--- config.mk ---
export PLATFORM = sky130hd
export DESIGN_NAME = fifo_input_arbiter
export DESIGN_NICKNAME = d
export VERILOG_FILES = /design/src/rtl/fifo_input_arbiter.sv
export SDC_FILE = /design/constraint.sdc
export NUM_CORES = 1
export LEC_CHECK = 0
export BUFFER_PORTS_ARGS = -buffer_cell sky130_fd_sc_hd__buf_2
export CAP_MARGIN = 20
export CORE_ASPECT_RATIO = 0.8
export CORE_MARGIN = 3
export CORE_UTILIZATION = 45
export CTS_CLUSTER_DIAMETER = 120
export CTS_CLUSTER_SIZE = 24
export DETAILED_ROUTE_END_ITERATION = 6
export GPL_TIMING_DRIVEN = 0
export PLACE_DENSITY = 0.82
export SYNTH_ARGS = -nofsm -noshare
export SYNTH_HDL_FRONTEND = slang
export SYNTH_SLANG_ARGS = --single-unit
--- constraint.sdc ---
create_clock -name clk -period 3.5 [get_ports clk]
set_input_delay 0.175 -clock clk [delete_from_list [all_inputs] [get_ports clk]]
set_output_delay 0.175 -clock clk [all_outputs]
set_load 0.1 [all_outputs]
--- src/rtl/fifo_input_arbiter.sv ---
// Round-robin arbiter sharing the write port of the shift-register FIFO between
// producers A and B, with occupancy tracking, full backpressure and sticky underflow.
module fifo_input_arbiter #(
  parameter int WIDTH    = 8,
  parameter int DEPTH    = 8,
  parameter int CNT_BITS = 4
) (
  input  logic                clk,
  input  logic                reset,
  input  logic                a_req,
  input  logic [WIDTH-1:0]    a_data,
  output logic                a_ack,
  input  logic                b_req,
  input  logic [WIDTH-1:0]    b_data,
  output logic                b_ack,
  output logic [WIDTH-1:0]    fifo_d_in,
  output logic                fifo_d_in_strobe,
  input  logic                fifo_pop,
  output logic [CNT_BITS-1:0] count,
  output logic                full,
  output logic                empty,
  output logic                underflow
);

  typedef enum logic [0:0] {
    IDLE = 1'b0,
    PUSH = 1'b1
  } state_t;

  localparam logic [CNT_BITS-1:0] CNT_ONE  = CNT_BITS'(1'b1);
  localparam logic [CNT_BITS-1:0] CNT_ZERO = '0;
  localparam logic [CNT_BITS-1:0] CNT_MAX  = CNT_BITS'(DEPTH);

  state_t              state_r;
  state_t              next_state_s;
  logic                last_grant_b_r;
  logic                grant_s;
  logic                pick_a_s;
  logic                pop_v_s;
  logic                underflow_set_s;
  logic [WIDTH-1:0]    data_s;
  logic [CNT_BITS-1:0] count_next_s;
  logic [CNT_BITS-1:0] count_r;
  logic [WIDTH-1:0]    d_in_r;
  logic                strobe_r;
  logic                a_ack_r;
  logic                b_ack_r;
  logic                underflow_r;

  assign full             = (count_r == CNT_MAX);
  assign empty            = (count_r == CNT_ZERO);
  assign count            = count_r;
  assign fifo_d_in        = d_in_r;
  assign fifo_d_in_strobe = strobe_r;
  assign a_ack            = a_ack_r;
  assign b_ack            = b_ack_r;
  assign underflow        = underflow_r;

  // State register
  always_ff @(posedge clk) begin
    if (reset) begin
      state_r <= IDLE;
    end else begin
      state_r <= next_state_s;
    end
  end

  // Next-state: a grant always costs exactly one PUSH cycle
  always_comb begin
    next_state_s = state_r;
    case (state_r)
      IDLE: begin
        if (grant_s) begin
          next_state_s = PUSH;
        end else begin
          next_state_s = IDLE;
        end
      end
      PUSH:    next_state_s = IDLE;
      default: next_state_s = IDLE;
    endcase
  end

  // Grant decision and occupancy update; full is judged on the pre-edge count
  always_comb begin
    grant_s         = (state_r == IDLE) && !full && (a_req || b_req);
    pick_a_s        = a_req && (!b_req || last_grant_b_r);
    pop_v_s         = fifo_pop && !empty;
    underflow_set_s = fifo_pop && empty;
    data_s          = pick_a_s ? a_data : b_data;
    if (grant_s && !pop_v_s) begin
      count_next_s = count_r + CNT_ONE;
    end else if (!grant_s && pop_v_s) begin
      count_next_s = count_r - CNT_ONE;
    end else begin
      count_next_s = count_r;
    end
  end

  // Registered outputs, round-robin pointer and counters
  always_ff @(posedge clk) begin
    if (reset) begin
      d_in_r         <= '0;
      strobe_r       <= 1'b0;
      a_ack_r        <= 1'b0;
      b_ack_r        <= 1'b0;
      count_r        <= '0;
      underflow_r    <= 1'b0;
      last_grant_b_r <= 1'b1;
    end else begin
      strobe_r <= grant_s;
      a_ack_r  <= grant_s && pick_a_s;
      b_ack_r  <= grant_s && !pick_a_s;
      count_r  <= count_next_s;
      if (grant_s) begin
        d_in_r         <= data_s;
        last_grant_b_r <= !pick_a_s;
      end
      if (underflow_set_s) begin
        underflow_r <= 1'b1;
      end
    end
  end

endmodule

==> impl_metrics.py, run 1 <==
metrics = {
    "pwr": {
        "p_comb_frac": 0.639,
        "switching_power_w": 0.000698,
        "ir_drop_uv": 621,
        "swShare": 0.564,
        "power.leakage_nw": 0.561,
        "share_seq_of_total_power": 0.259,
        "clkPwrFrac": 0.102,
        "power.internal_w": 0.000539,
        "power.density_nw_per_um2": 1040,
    },
    "sta": {
        "slew-limit-headroom": 0.599,
        "period_share": 0.734,
        "fin_ws_ps": 930,
        "drv_slew": 0,
        "setup-tns-final_ps": 0,
        "finalHoldViolCount": 0,
        "setup_viol": 0,
        "skew_ps": 1.76,
        "period_minus_slack_ps": 2570,
        "rsz0062_at_grt": "false",
        "fmax_ghz": 0.389,
        "hold_ws_ps": 120,
        "worst_pin_slew_ps": 601,
    },
    "place": {
        "place.port_buffers": 37,
        "place_ws_ps": 908,
        "gp_congestion": 0.754,
        "dp_hpwl_um": 1450,
        "placed_cells": 143,
        "place_area_sq_um": 1150,
    },
    "worst_setup_path": {
        "reg2regPathDepth": 11,
        "start_kind": "register",
        "critPathKind": "register to register",
        "r2r_slack_ps": 930,
        "crit_arrival_ps": 2760,
        "r2r_end": "count[3]",
        "reg2reg_from": "count[2]",
        "worstPathMaxFanout": 10,
        "critical_path_required_ps": 3690,
        "end_kind": "register",
    },
    "floorplanning": {
        "initial_core_util": 0.511,
        "rows": 13,
        "core_area_sq_um": 1740,
        "die_h_um": 45.8,
        "ios": 39,
        "die_area_sq_um": 2550,
        "die_w_um": 55.7,
    },
    "clock_network": {
        "ctsLongestPathBuffers": 2,
        "cts.hold.buffers_added": 0,
        "cts_setup_buffers": 0,
        "clock-root-buffer": "clkbuf_4",
        "clk_latency_ps": 290,
        "cts_tree": "yes",
        "path_clk_slew_ps": 100,
        "h-tree-depth": 1,
        "cts_buffers": 3,
        "cts.sinks": 18,
        "cts_resized": 0,
    },
    "job": {
        "maxCapViolations": 0,
    },
    "worst_hold_path": {
        "min_from": "fifo_pop",
        "min_path_cells": 3,
        "min_to": "underflow",
        "hp-class": "input pin to register",
    },
    "finish": {
        "area_growth_pct": 33.5,
        "nNetsFinal": 151,
        "design_area_sq_um": 1190,
        "drive_gt1_frac": 0.528,
        "layout.cells.non_filler": 147,
        "fillers": 128,
        "n_antenna_cell": 0,
    },
    "global_routing": {
        "grt_pass1_wl_um": 3010,
        "overflow": 0,
        "antenna_found_initial": 0,
        "gr-usage-all-layers": 0.154,
        "grt_max_degree": 11,
        "grt_pass1_vias": 734,
    },
    "logic_synthesis": {
        "synth_cell_types": 28,
        "ys_seq_area_frac": 0.405,
        "synth_fp_nets": 109,
        "syn_inst": 84,
        "netlist_area_sq_um": 890,
        "avgSynthCellArea_sq_um": 10.6,
        "ys_seq_elements": 18,
        "yosys_warnings": 0,
    },
    "route": {
        "drt_iter0_markers": 10,
        "antenna_left": 0,
        "routedWlPerCell_um": 12.2,
        "routed_wl_um": 1800,
        "drc": 0,
        "firstDrtPassIters": 3,
        "num_vias": 737,
        "viasPerCell": 5.01,
    },
    "status": {
        "status": "finished, final reports clean",
    },
}
## critical path, cell delays in order, from the launching register on
cell and delay, ps:
dfxtp_4 390, nor4b_4 370, nor3_2 100, buf_6 160, buf_12 140, ha_2 190, inv_2 100, ha_4 220
a21oi_2 150, a211oi_1 80, a31oi_1 200, mux2_2 360
## cell usage after synthesis, drive strengths merged
| library cell | count | share of area |
|---|---|---|
| dfxtp | 18 | 0.41 |
| nor2 | 16 | 0.068 |
| a211oi | 9 | 0.12 |
| mux2i | 9 | 0.10 |
| buf | 4 | 0.045 |
| a21oi | 3 | 0.017 |
| ha | 3 | 0.042 |
| nor4 | 3 | 0.021 |
| clkbuf | 2 | 0.0084 |
| inv | 2 | 0.0084 |
| nor2b | 2 | 0.014 |
| a211o | 1 | 0.011 |
| a31oi | 1 | 0.0070 |
| and2b | 1 | 0.0098 |
| and3b | 1 | 0.0098 |
| fa | 1 | 0.023 |
| mux2 | 1 | 0.013 |
| nand2b | 1 | 0.0070 |
| nand3 | 1 | 0.0056 |
| nor3 | 1 | 0.011 |
| nor4b | 1 | 0.027 |
| o21ai | 1 | 0.0056 |
| xnor2 | 1 | 0.0098 |
| xor2 | 1 | 0.0098 |
## stage by stage
| stage | power, W | utilization |
|---|---|---|
| floorplan | 0.00101 | - |
| global placement | 0.00111 | 0.661 |
| detailed placement | 0.00113 | 0.661 |
| CTS | 0.00125 | 0.682 |
| global route | 0.00130 | 0.682 |
| finish | 0.00124 | 0.682 |
## area by class of cell
class | count | area [sq um] | area share
Clock buffer | 4 | 36.3 | 0.0306
Sequential cell | 18 | 375 | 0.316
Buffer | 6 | 47.5 | 0.0400
Timing Repair Buffer | 37 | 185 | 0.156
Inverter | 2 | 7.51 | 0.00632
Tap cell | 22 | 27.5 | 0.0232
Multi-Input combinational cell | 58 | 508 | 0.428
## how the worst max path moves through the flow
stage          startpoint        to  cells after the start
2_1_floorplan    count[3]  count[3]                     11
3_3_place_gp     count[2]  count[3]                     11
3_5_place_dp     count[2]  count[3]                     11
4_1_cts          count[2]  count[3]                     11
5_1_grt          count[2]  count[3]                     11
6_report         count[2]  count[3]                     11
## layout by cell type, fill, tap and decap left out, drive strengths merged, types with 2 or more instances in the layout
| master | n |
|---|---|
| a21oi | 3 |
| nor2 | 16 |
| inv | 2 |
| buf | 41 |
| nor2b | 2 |
| nor4 | 3 |
| a211oi | 9 |
| dfxtp | 18 |
| mux2i | 9 |
| ha | 3 |
| clkbuf | 6 |
## kinds of logic after synthesis
family | synth area share
AOI/OAI and AO/OA | 0.162
xor gates and xnor gates | 0.0197
adders and majority gates | 0.0647
buffers and inverters | 0.0619
DFF | 0.405
muxes | 0.114
and+or+nand+nor | 0.173
## sequential cells by signal (all words and copies together), names as in the netlist
| signal | flops |
|---|---|
| fifo_d_in_strobe | 1 |
| last_grant_b_r | 1 |
| fifo_d_in | 8 |
| underflow | 1 |
| b_ack | 1 |
| a_ack | 1 |
| state_r | 1 |
| count | 4 |
## power by group through the flow
stage / clock, W / sequential, W / combinational, W
floorplan: 0 / 0.000641 / 0.000369
CTS: 0.000130 / 0.000321 / 0.000800
finish: 0.000126 / 0.000320 / 0.000791
detailed placement: 0 / 0.000326 / 0.000800
global route: 0.000136 / 0.000328 / 0.000840
global placement: 0 / 0.000324 / 0.000786
## per-layer routing
metal	global-route usage	routed length (um)	vias up
met5	0	0	-
met4	0.0583	21	0
met3	0.0538	128	5
met2	0.290	845	25
met1	0.162	799	328
li1	-	-	379
No activity file was read; power rests on OpenSTA's default activity.
==> inputs of run 2 (changes only) <==
Settings changed: ABC_AREA set to 1, CORE_UTILIZATION 45 to 41, PLACE_DENSITY 0.82 to 0.78.
Clock period 3.5 ns to 2.07 ns, I/O delays scaled along.
==> impl_metrics.py, run 2 <==
metrics = {
    "logic_synthesis": {
        "synth-adder-area-share": 0.0622,
        "synth_common_cells": "nand2_1, inv_1, nor2_1",
        "yosys.area_share.simple": 0.352,
        "synthArstFlopShare": 0,
        "yosys.area.top_type": "dfxtp_1",
        "synth_compound_area_frac": 0.0514,
        "yosys-top-cells-area": "dfxtp_1, nand2_1, inv_1",
        "synth_most_common_cell": "nand2_1",
        "avgSynthCellArea_sq_um": 6.65,
        "ys_seq_area_frac": 0.390,
        "netlist_area_sq_um": 925,
        "synth_edf_count": 0,
        "yosys_warnings": 0,
        "ys_seq_elements": 18,
        "synth_fp_nets": 164,
        "synth_top_area_frac": 0.390,
        "syn_inst": 139,
        "synth_cell_types": 20,
        "synth_top_family_by_area": "simple AND/OR/NAND/NOR gates",
        "yosys-mux-area-fraction": 0,
        "synth-xor-area-share": 0.0284,
        "synth_top_flop_cell": "dfxtp_1",
    },
    "global_routing": {
        "gr-usage-all-layers": 0.147,
        "antenna_found_initial": 0,
        "overflow": 0,
        "grt_max_degree": 11,
        "grt_pass1_vias": 811,
        "grt_pass1_wl_um": 3360,
    },
    "worst_setup_path": {
        "reg2regPathDepth": 14,
        "critPathKind": "register to register",
        "critical_path_required_ps": 2260,
        "cp_slowest_stage_delay_ps": 380,
        "r2r_end": "count[3]",
        "crit_arrival_ps": 2110,
        "worstPathMaxFanout": 10,
        "end_kind": "register",
        "worst_path_most_repeated_cell": "nand3_1",
        "cpMaxStageDelayCell": "dfxtp_4",
        "reg2reg_from": "count[0]",
        "worstPathCellList": "nor2_4 > nand3_2 > nand2_2 > buf_6 > inv_1 > ha_2 > inv_2 > ha_1 > nand3_1 > nand3_1 > nand2_1 > nand3_1 > nand2_1 > inv_1",
        "r2r_slack_ps": 150,
        "start_kind": "register",
    },
    "route": {
        "firstDrtPassIters": 4,
        "antenna_left": 0,
        "viasPerCell": 4.46,
        "routedWlPerCell_um": 9.67,
        "num_vias": 906,
        "drt_iter0_markers": 11,
        "drc": 0,
        "routed_wl_um": 1960,
    },
    "sta": {
        "worst_pin_slew_ps": 489,
        "fmax_ghz": 0.521,
        "drv_slew": 0,
        "period_minus_slack_ps": 1920,
        "setup_viol": 0,
        "rsz0062_at_grt": "false",
        "period_share": 0.927,
        "finalHoldViolCount": 0,
        "skew_ps": 1.19,
        "slew-limit-headroom": 0.676,
        "setup-tns-final_ps": 0,
    },
    "floorplanning": {
        "rows": 14,
        "die_w_um": 59.1,
        "die_area_sq_um": 2860,
        "core_area_sq_um": 2000,
        "initial_core_util": 0.463,
        "ios": 39,
        "die_h_um": 48.5,
    },
    "clock_network": {
        "cts.sinks": 18,
        "cts_tree": "yes",
        "path_clk_slew_ps": 90,
        "cts_buffers": 3,
        "cts_setup_buffers": 0,
        "cts.hold.buffers_added": 0,
        "clock-root-buffer": "clkbuf_4",
        "cts_resized": 0,
        "clk_latency_ps": 280,
        "h-tree-depth": 1,
        "ctsLongestPathBuffers": 2,
    },
    "finish": {
        "nNetsFinal": 206,
        "fillers": 189,
        "final_cell_mix": "nand2_1, buf_2, nor2_1, inv_1, dfxtp_1",
        "largest_reg_flops": 8,
        "final_common_cell": "nand2_1",
        "area_growth_pct": 28.8,
        "n_antenna_cell": 0,
        "drive_gt1_frac": 0.324,
    },
    "status": {
        "status": "finished, final reports clean",
    },
    "place": {
        "place.port_buffers": 37,
        "gp_congestion": 0.784,
        "dp_hpwl_um": 1590,
    },
    "worst_hold_path": {
        "hp-class": "input pin to register",
        "min_to": "underflow",
        "min_from": "reset",
        "min_path_cells": 2,
    },
    "job": {
        "maxCapViolations": 0,
    },
}
run 2: cell types whose count changed after synthesis, moves of 2 or more:
cell      previous run  this run
nand2_1              0        49
inv_1                2        20
mux2i_1              9         0
a211oi_2             8         0
nand3_1              1         5
nor2_1              16        19
nor4_1               3         0
o21ai_0              1         4
clkbuf_1             2         0
nand2_2              0         2
nor2_2               0         2
nor2b_1              2         0
nor3_1               0         2
run 2: final cells by class:
class / instances / area [sq um] / area share
plain buffers: 4 / 32.5 / 0.0273
flip-flops and latches: 18 / 375 / 0.315
clock buffers: 3 / 22.5 / 0.0189
inverters: 21 / 78.8 / 0.0662
well taps: 24 / 30.0 / 0.0252
multi-input cells: 96 / 467 / 0.392
repair buffers: 37 / 185 / 0.155
run 2: how the worst max path moves through the flow:
stage,from,endpoint,cells past startpoint
after detailed placement,count[0],count[3],14
final,count[0],count[3],14
after floorplan,count[0],count[2],11
after global placement,count[0],count[3],14
after CTS,count[0],count[3],14
after global routing,count[0],count[3],14
run 2: worst max-delay path, delay by kind of cell, from the launching register on:
kind | cells | cell delay [ps]
fa+ha+maj | 2 | 470
simple gates | 8 | 690
flops | 1 | 380
buf+inv | 4 | 300
run 2: logic make-up after synthesis:
logic type | count (synthesis)
and+or+nand+nor | 80
buffers and inverters | 25
DFF | 18
AOI/OAI and AO/OA | 9
adders and majority gates | 4
xor gates and xnor gates | 3
run 2: per-stage QoR:
stage / util / hold slack (ps) / instance area, sq um / std cells / worst slack (ps)
global placement: 0.581 / 371 / 1160 / 200 / 84.4
finish: 0.596 / 76.2 / 1190 / 203 / 152
detailed placement: 0.581 / 378 / 1160 / 200 / 60.0
floorplan: - / 248 / 945 / 139 / 10.8
CTS: 0.592 / 68.4 / 1180 / 203 / 33.3
global route: 0.596 / 65.3 / 1190 / 203 / 32.0
run 2: layer usage:
metal,share of wire,GRT usage,vias up
met5,0,0,-
met4,0.0097,0.0226,0
met3,0.061,0.0452,2
met2,0.49,0.256,25
met1,0.44,0.180,383
li1,-,-,496
Power of run 2 is left out: the tool's default activity adds up to more than one toggle a clock period on the data nets, which glitch-free logic cannot reach.
==> inputs of run 3 (changes only) <==
Settings changed: BUFFER_PORTS_ARGS -buffer_cell sky130_fd_sc_hd__buf_2 to not set, CORE_UTILIZATION 41 to 52, DONT_BUFFER_PORTS set to 1, PLACE_DENSITY 0.78 to 0.75.
==> impl_metrics.py, run 3 (synthesis results as in run 2) <==
metrics = {
    "clock_network": {
        "cts_tree": "yes",
        "clock-root-buffer": "clkbuf_4",
        "cts_buffers": 3,
        "path_clk_slew_ps": 100,
        "h-tree-depth": 1,
        "clk_latency_ps": 290,
        "cts.sinks": 18,
        "ctsLongestPathBuffers": 2,
    },
    "worst_setup_path": {
        "critPathKind": "register to register",
        "crit_arrival_ps": 2230,
        "startpoint": "count[1]",
        "end_kind": "register",
        "start_kind": "register",
        "worstPathMaxFanout": 5,
        "critical_path_required_ps": 2270,
        "reg2reg_from": "count[1]",
    },
    "global_routing": {
        "overflow": 0,
        "gr-usage-all-layers": 0.189,
        "grt_max_degree": 11,
        "grt_pass1_vias": 753,
        "antenna_found_initial": 0,
        "grt_pass1_wl_um": 3240,
    },
    "route": {
        "antenna_left": 0,
        "viasPerCell": 4.99,
        "routedWlPerCell_um": 12.5,
        "drc": 0,
        "drt_iter0_markers": 12,
        "firstDrtPassIters": 4,
        "num_vias": 859,
        "routed_wl_um": 2160,
    },
    "worst_hold_path": {
        "hp-class": "input pin to register",
        "min_from": "a_data[5]",
    },
    "place": {
        "dp_hpwl_um": 1480,
        "placed_cells": 160,
        "place.port_buffers": 0,
        "gp_congestion": 0.757,
    },
    "finish": {
        "area_growth_pct": 22.7,
        "drive_gt1_frac": 0.219,
        "largest_reg_flops": 8,
        "nNetsFinal": 177,
        "layout.cells.non_filler": 172,
        "final_common_cell": "nand2_1",
        "n_antenna_cell": 0,
        "final_cell_mix": "nand2_1, nor2_1, inv_1, dfxtp_1, buf_4",
        "fillers": 113,
    },
    "sta": {
        "skew_ps": 1.19,
        "setup_viol": 0,
        "finalHoldViolCount": 0,
        "rsz0062_at_grt": "true",
        "fmax_ghz": 0.492,
        "setup-tns-final_ps": 0,
        "period_share": 0.981,
        "worst_pin_slew_ps": 1090,
        "slew-limit-headroom": 0.271,
        "drv_slew": 0,
        "period_minus_slack_ps": 2030,
    },
    "floorplanning": {
        "rows": 12,
        "core_area_sq_um": 1530,
        "ios": 39,
        "initial_core_util": 0.604,
        "die_h_um": 43.7,
        "die_w_um": 53.1,
        "die_area_sq_um": 2320,
    },
    "job": {
        "maxCapViolations": 0,
    },
    "status": {
        "status": "finished, final reports clean",
    },
}
==> run 3: changes by cell type in the layout (fill, tap and decap cells not counted), sizes merged <==
cell | previous run | this run
clkbuf | 3 | 4
buf | 41 | 9
dlygate4sd3 | 0 | 3
==> run 3: layout make-up <==
| type | count | area, sq um | area share |
|---|---|---|---|
| inverter | 21 | 86.3 | 0.0761 |
| clock buffer | 4 | 26.3 | 0.0232 |
| sequential | 18 | 375 | 0.331 |
| timing repair buffer | 8 | 67.6 | 0.0595 |
| tap | 21 | 26.3 | 0.0232 |
| multi-input combinational | 96 | 520 | 0.459 |
| buffer | 4 | 32.5 | 0.0287 |
==> run 3: final timing paths <==
kind               endpoint  slack (ps)  cells past startpoint
max reg2reg        count[2]          40                     12
max                count[2]          40                     12
min            fifo_d_in[5]          10                      4
min reg2reg  last_grant_b_r         510                      2
==> run 3: what timing repair did <==
item | CTS | global route
endpoints found under the hold margin | 2 | 0
pin swaps | 0 | 6
setup buffers | 0 | 5
hold buffers | 3 | 0
endpoints found under the setup margin | 3 | 3
resized for setup | 8 | 10
==> run 3: through the flow <==
| step | cell area (sq um) | setup slack (ps) | hold WS (ps) | util |
|---|---|---|---|---|
| after floorplan | 945 | 10.8 | 248 | - |
| after global placement | 971 | -108 | 249 | 0.634 |
| after detailed placement | 971 | -155 | 259 | 0.634 |
| after CTS | 1060 | 2.82 | 13.4 | 0.693 |
| after global routing | 1130 | -92.7 | 25.5 | 0.741 |
| final | 1130 | 38.7 | 11.5 | 0.741 |
==> run 3: critical path, stage by stage (launching register included) <==
cell	delay, ps
dfxtp_4	600
nor2_4	80
nand3_2	100
nand2_2	90
buf_6	130
inv_4	50
ha_4	160
inv_6	50
ha_4	250
buf_4	140
xor2_1	130
o21ai_1	120
inv_1	40
==> run 3: layer usage <==
| metal | GRT usage | wire length, um | up-vias |
|---|---|---|---|
| met5 | 0 | 0 | - |
| met4 | 0.0306 | 10 | 0 |
| met3 | 0.0859 | 221 | 2 |
| met2 | 0.285 | 1040 | 37 |
| met1 | 0.251 | 885 | 376 |
| li1 | - | - | 444 |
Power of run 3 is left out for the same reason.
